$ cat config.mk
export PLATFORM = sky130hd
export DESIGN_NAME = regfile_reader
export DESIGN_NICKNAME = d
export VERILOG_FILES = /design/src/rtl/regfile_reader.sv
export SDC_FILE = /design/constraint.sdc
export NUM_CORES = 1
export LEC_CHECK = 0
export CAP_MARGIN = 15
export CORE_ASPECT_RATIO = 1.2
export CORE_MARGIN = 2
export CORE_UTILIZATION = 39
export CTS_BUF_LIST = sky130_fd_sc_hd__clkbuf_8
export CTS_CLUSTER_DIAMETER = 60
export CTS_CLUSTER_SIZE = 10
export DETAILED_ROUTE_END_ITERATION = 10
export GPL_TIMING_DRIVEN = 0
export PLACE_DENSITY_LB_ADDON = 0.08
export SYNTH_ARGS = -nofsm -noshare
export SYNTH_HDL_FRONTEND = slang
export SYNTH_SLANG_ARGS = --single-unit
$ cat constraint.sdc
create_clock -name clock -period 1.6 [get_ports clock]
set_clock_uncertainty 0.1 [all_clocks]
set_input_delay 0.4 -clock clock [delete_from_list [all_inputs] [get_ports clock]]
set_output_delay 0.4 -clock clock [all_outputs]
set_load 0.01 [all_outputs]
$ cat src/rtl/regfile_reader.sv
// Walks a 32x32 register file from first_index to last_index (wrapping 31->0) and
// presents each word with its index on a valid/ready output port.
module regfile_reader (
    input  logic        clock,
    input  logic        clear,
    input  logic        start,
    input  logic [4:0]  first_index,
    input  logic [4:0]  last_index,
    output logic [4:0]  read_index,
    input  logic [31:0] read_value,
    output logic        out_valid,
    input  logic        out_ready,
    output logic [31:0] out_data,
    output logic [4:0]  out_index,
    output logic        busy,
    output logic        done,
    output logic [1:0]  fsm_state
);

    // Output handshake: a word moves when out_valid & out_ready are both high at
    // posedge; while out_valid is high and out_ready is low, out_data/out_index hold.
    typedef enum logic [1:0] {
        S_IDLE = 2'd0,
        S_READ = 2'd1,
        S_OUT  = 2'd2,
        S_DONE = 2'd3
    } state_t;

    state_t     state;
    state_t     state_next;
    logic [4:0] ptr;
    logic [4:0] last_q;
    logic       at_last;

    assign at_last    = (ptr == last_q);
    assign read_index = ptr;
    assign busy       = (state == S_READ) || (state == S_OUT);
    assign done       = (state == S_DONE);
    assign fsm_state  = state;

    always_comb begin
        state_next = state;
        case (state)
            S_IDLE: if (start) state_next = S_READ;
            S_READ: state_next = S_OUT;
            S_OUT: begin
                if (out_ready) state_next = at_last ? S_DONE : S_READ;
            end
            S_DONE: state_next = S_IDLE;
            default: state_next = S_IDLE;
        endcase
    end

    always_ff @(posedge clock) begin
        if (clear) begin
            state     <= S_IDLE;
            ptr       <= 5'd0;
            last_q    <= 5'd0;
            out_valid <= 1'b0;
            out_data  <= 32'd0;
            out_index <= 5'd0;
        end else begin
            state <= state_next;
            case (state)
                S_IDLE: begin
                    if (start) begin
                        ptr    <= first_index;
                        last_q <= last_index;
                    end
                end
                S_READ: begin
                    out_data  <= read_value;
                    out_index <= ptr;
                    out_valid <= 1'b1;
                end
                S_OUT: begin
                    if (out_ready) begin
                        out_valid <= 1'b0;
                        // 5-bit increment wraps 31 -> 0 for ranges with first > last
                        if (!at_last) ptr <= ptr + 5'd1;
                    end
                end
                default: ;
            endcase
        end
    end

endmodule

Word level (Yosys, flattened, before mapping)
Cells that the tools add are included.
Storage, ports and cells
  register bits after elaboration: 50
  input port bits: 46
  output and inout port bits: 47
Cells by class
  reduce and logical (&&, ||, !) cells: 8
  equal/unequal tests: 7
  add/subtract/negate cells: 1
  muxes and demuxes: 10
Operators with widths (number)
  2-to-1 mux 5 bit: 3
  one-hot mux 5 bit (2 select lines): 1
  one-hot mux 2 bit (4 select lines): 1
  2-to-1 mux 2 bit: 3
  != test 2 bit, second input constant: 3
  AND reduction 2 bit: 3
  adder 5 x 1 -> 5 bit, second input constant: 1
  equality test 5 bit: 1
  equality test 2 bit, second input constant: 2
  AND reduction 4 bit: 1
  nonzero test 2 bit: 2
  equality test 2 x 1 -> 1 bit, second input constant: 1
  zero test 2 bit: 1
  one-hot mux 1 bit (2 select lines): 1
  logical OR 1 bit: 1
  2-to-1 mux 1 bit: 1

Longest topological paths before layout
  word-level depth: 4
  gate-level depth with buffers: 7

Least setup slack after synthesis
No wires, ideal clock.
  path type: flip-flop to flip-flop
  from: register state[0], in the netlist fsm_state[0]
  to: register ptr[1], in the netlist read_index[1]
  buffers on the path: 1
  data required time: 1379 ps
  path slack: -206 ps
  arrival: 1585 ps
  stages on the path, launching flop included: 8
  cells stage by stage: dfxtp_1 > inv_1 > ha_1 > buf_6 > nor2b_4 > nor3_4 > o21ai_2 > mux2_4
On the way
  cells in the longest elaborated chain, start to end: 3
  elaborated cells between the ends (all ways): 8
  classes of those cells: eq/ne (4); mux (1); reduce/logical (3)
RTL lines
  from (decl): line 29  | state_t state;
  from (signal assigned): line 63  | state <= state_next;
  equality test 2 bit or zero test 2 bit (tied branches): line 64  | case (state)
  != test 2 bit (no source line) or nonzero test 2 bit (tied branches)
  AND reduction 4 bit (no source line)
  to (signal assigned): line 67  | ptr <= first_index;
  to (signal assigned): line 80  | if (!at_last) ptr <= ptr + 5'd1;
  to (decl): line 31  | logic [4:0] ptr;
Parallel ways exist; a longest one is shown, timed or not.
A chain may end at the register's enable or synchronous reset.

Final worst setup path
  from: register state[1], in the netlist fsm_state[1]
  to: register ptr[1], in the netlist read_index[1]
Same word-level chain as after synthesis.

==> results_dict.tcl <==
set metrics [dict create \
    die_area_um2 6155 \
    clk_path_buf_depth 2 \
    dieHeight_um 85.54 \
    critPathLaunchType "flop" \
    grt_max_degree 16 \
    die_w_um 71.95 \
    rsz0062_at_grt "true" \
    antenna_found_initial 0 \
    path_cells "buf_6, buf_6, ha_4, nor2b_4, nor3_4, o21ai_2, mux2_4" \
    wl_met1_um 2190 \
    cp.arrival_ns 1.82 \
    drt_iter0_drc 69 \
    antennaDiodeCount 0 \
    finalPower_uw 4720 \
    critPathKind "reg2reg" \
    post-route-min-period_ns 1.721 \
    yosysSeqAreaShare_pct 46.32 \
    multi_input_area_um2 1139 \
    syn-cell-area_um2 2161 \
    cp-startpoint "fsm_state[1]$_SDFFE_PP0P_" \
    drc 0 \
    power_density_nw_per_um2 1397 \
    cpMaxStageDelayCell "dfxtp_4" \
    routedWlPerCell_um 12.90 \
    wl_met2_um 2370 \
    grt_util_all_layers_pct 17.21 \
    cts_root_buf "clkbuf_8" \
    syn-num-nets 271 \
    synth_cells 219 \
    synth_warnings 0 \
    worstHoldStart "clear" \
    setup_viol 7 \
    fillers 481 \
    dp_hpwl_um 3600 \
    cap_violations 0 \
    core_area_um2 5334 \
    area_delta_synth_final_pct 56.34 \
    cp_max_fo 6 \
    finalCritPeriodShare_pct 107.6 \
    violations "setup timing" \
    ant_nets 0 \
    cts_htree_levels 2 \
    clkSinkCount 50 \
    worst_slew_pin_slew_ns 0.4665 \
    grt_pass1_wl_um 8459 \
    numCtsBuffers 5 \
    clk_pin_slew_ns 0.09 \
    ys_seq_elements 50 \
    grt_pass1_vias 1827 \
    final_nets 378 \
    whs_ns 0.3733 \
    finalMaxSlewViolations 0 \
    drt-total-wl_um 5017 \
    final_hold_viol_count 0 \
    grt_overflow 0 \
    status "finished with violations" \
    top_layer "met4" \
    critPathMostFrequentCell "buf_6" \
    peakVddDrop_mv 0.9169 \
    slew-limit-headroom_pct 68.90 \
    r2r-start "fsm_state[1]$_SDFFE_PP0P_" \
    clock_latency_ns 0.30 \
    fin_ws_ns -0.1209 \
    dr.pass1.iters 4 \
    cp-end-kind "flop" \
    vias_per_cell 4.820 \
    vias 1875 \
    num_io_pins 93 \
    hp-class "in2reg" \
    drive_gt1_share_pct 15.90 \
    fmax_mhz 581.1 \
    gp_congestion 0.7137 \
    seq_area_um2 1022 \
    post_synth_num_cell_types 38 \
    slowest_delay_ns 0.35 \
    met3_length_um 388 \
    p_leak_uw 0.001500 \
    start_util_pct 40.51 \
    io_buffer_count 91 \
    required_ns 1.70 \
    rows 29 \
    synth.avg_cell_area_um2 9.867 \
    cts_tree "done" \
]
cells in the mapped netlist (all sizes together):
master | count | area, µm²
a31oi | 1 | 6.260
a211oi | 3 | 22.52
o211ai | 2 | 15.01
o21a | 1 | 7.510
nand3 | 8 | 40.04
o21bai | 3 | 22.52
or2b | 1 | 7.510
dfxtp | 50 | 1001
clkbuf | 3 | 11.26
nand2 | 9 | 33.78
nor2 | 40 | 150.1
or2 | 1 | 8.760
xnor2 | 4 | 35.03
buf | 10 | 60.05
a21oi | 7 | 35.03
and4 | 1 | 8.760
o21ai | 3 | 18.76
mux2 | 1 | 15.01
nand4 | 1 | 6.260
o32ai | 1 | 8.760
inv | 3 | 11.26
o2bb2ai | 2 | 17.52
and2b | 2 | 15.01
nor3 | 3 | 26.28
mux2i | 40 | 400.4
ha | 6 | 75.07
nor4 | 1 | 6.260
xor2 | 1 | 8.760
nor3b | 2 | 15.01
nand2b | 1 | 6.260
nor2b | 8 | 65.07
flip-flops by register name, indices dropped and copies added, names as in the netlist:
signal	flops
last_q	5
fsm_state	2
out_index	5
out_data	32
read_index	5
out_valid	1
worst paths after layout:
| check | to | slack [ns] | depth (start not counted) |
|---|---|---|---|
| max | read_index[1]$_SDFFE_PP0P_ | -0.12 | 7 |
| min | read_index[4]$_SDFFE_PP0P_ | 0.37 | 3 |
| min reg2reg | last_q[1]$_SDFFE_PP0P_ | 0.37 | 2 |
| max reg2reg | read_index[1]$_SDFFE_PP0P_ | -0.12 | 7 |
cells by family after synthesis:
| kind of cell | synth area share (%) |
|---|---|
| AOI/OAI and AO/OA | 7.122 |
| adders and majority gates | 3.474 |
| buffers and inverters | 3.821 |
| muxes | 19.22 |
| xor gates and xnor gates | 2.027 |
| DFF | 46.32 |
| and+or+nand+nor | 18.01 |
per-layer routing:
layer | vias up | GRT usage, %
li1 | 959 | -
met1 | 851 | 20.32
met2 | 58 | 29.12
met3 | 7 | 5.758
met4 | 0 | 5.832
met5 | - | 0
final cells by class:
class,instances,area share (%)
buffer,11,2.148
clock buffer,6,2.444
clock inverter,2,0.3333
inverter,3,0.6296
multi-input combinational,153,33.70
sequential,50,30.26
tap,62,2.296
timing repair buffer,102,28.19
timing repair:
item                       CTS  global route
pin swaps                    6             6
hold endpoints to repair     0             0
setup buffers                7             4
gates resized for setup     74             7
setup endpoints to repair   71            32
hold buffers                 0             0
cloned                       0             0
cell usage in the layout (no fill, tap or decap), drive strengths merged, types with 2 or more instances in the layout:
master	count
o211ai	2
dfxtp	50
nor2	40
a211oi	3
nand3	8
o2bb2ai	2
o21bai	3
buf	21
clkbuf	9
a21oi	7
clkdlybuf4s50	44
nor3	3
nand2	9
ha	6
mux2i	40
dlygate4sd2	44
nor2b	8
inv	4
xnor2	4
and2b	2
o21ai	3
nor3b	2
power breakdown:
group          leakage (µW)  internal [µW]  switching, µW  total, µW
Clock             0.0000515            349            410        759
Combinational       0.00104           1190           1040       2240
Sequential         0.000413           1530            196       1720
critical path, delay by kind of cell (launching register included):
family / cells / cell delay [ns]
AND/OR/NAND/NOR: 2 / 0.36
flip-flops: 1 / 0.35
multiplexers: 1 / 0.30
buffers and inverters: 2 / 0.22
adder cells (fa/ha/maj): 1 / 0.17
AO/OA/AOI/OAI: 1 / 0.12
per-stage QoR:
| step | setup TNS (ns) | util (%) | area, µm² | worst slack [ns] | instances |
|---|---|---|---|---|---|
| after global routing | -0.8786 | 63.34 | 3378 | -0.1730 | 389 |
| after CTS | -0.3670 | 62.21 | 3318 | -0.1191 | 385 |
| after global placement | -3.257 | 59.91 | 3196 | -0.4039 | 372 |
| after floorplan | -0.03684 | - | 2207 | -0.03684 | 219 |
| final | -0.4191 | 63.34 | 3378 | -0.1209 | 389 |
| after detailed placement | -3.402 | 59.91 | 3196 | -0.4092 | 372 |
No activity file was read; power rests on OpenSTA's default activity.
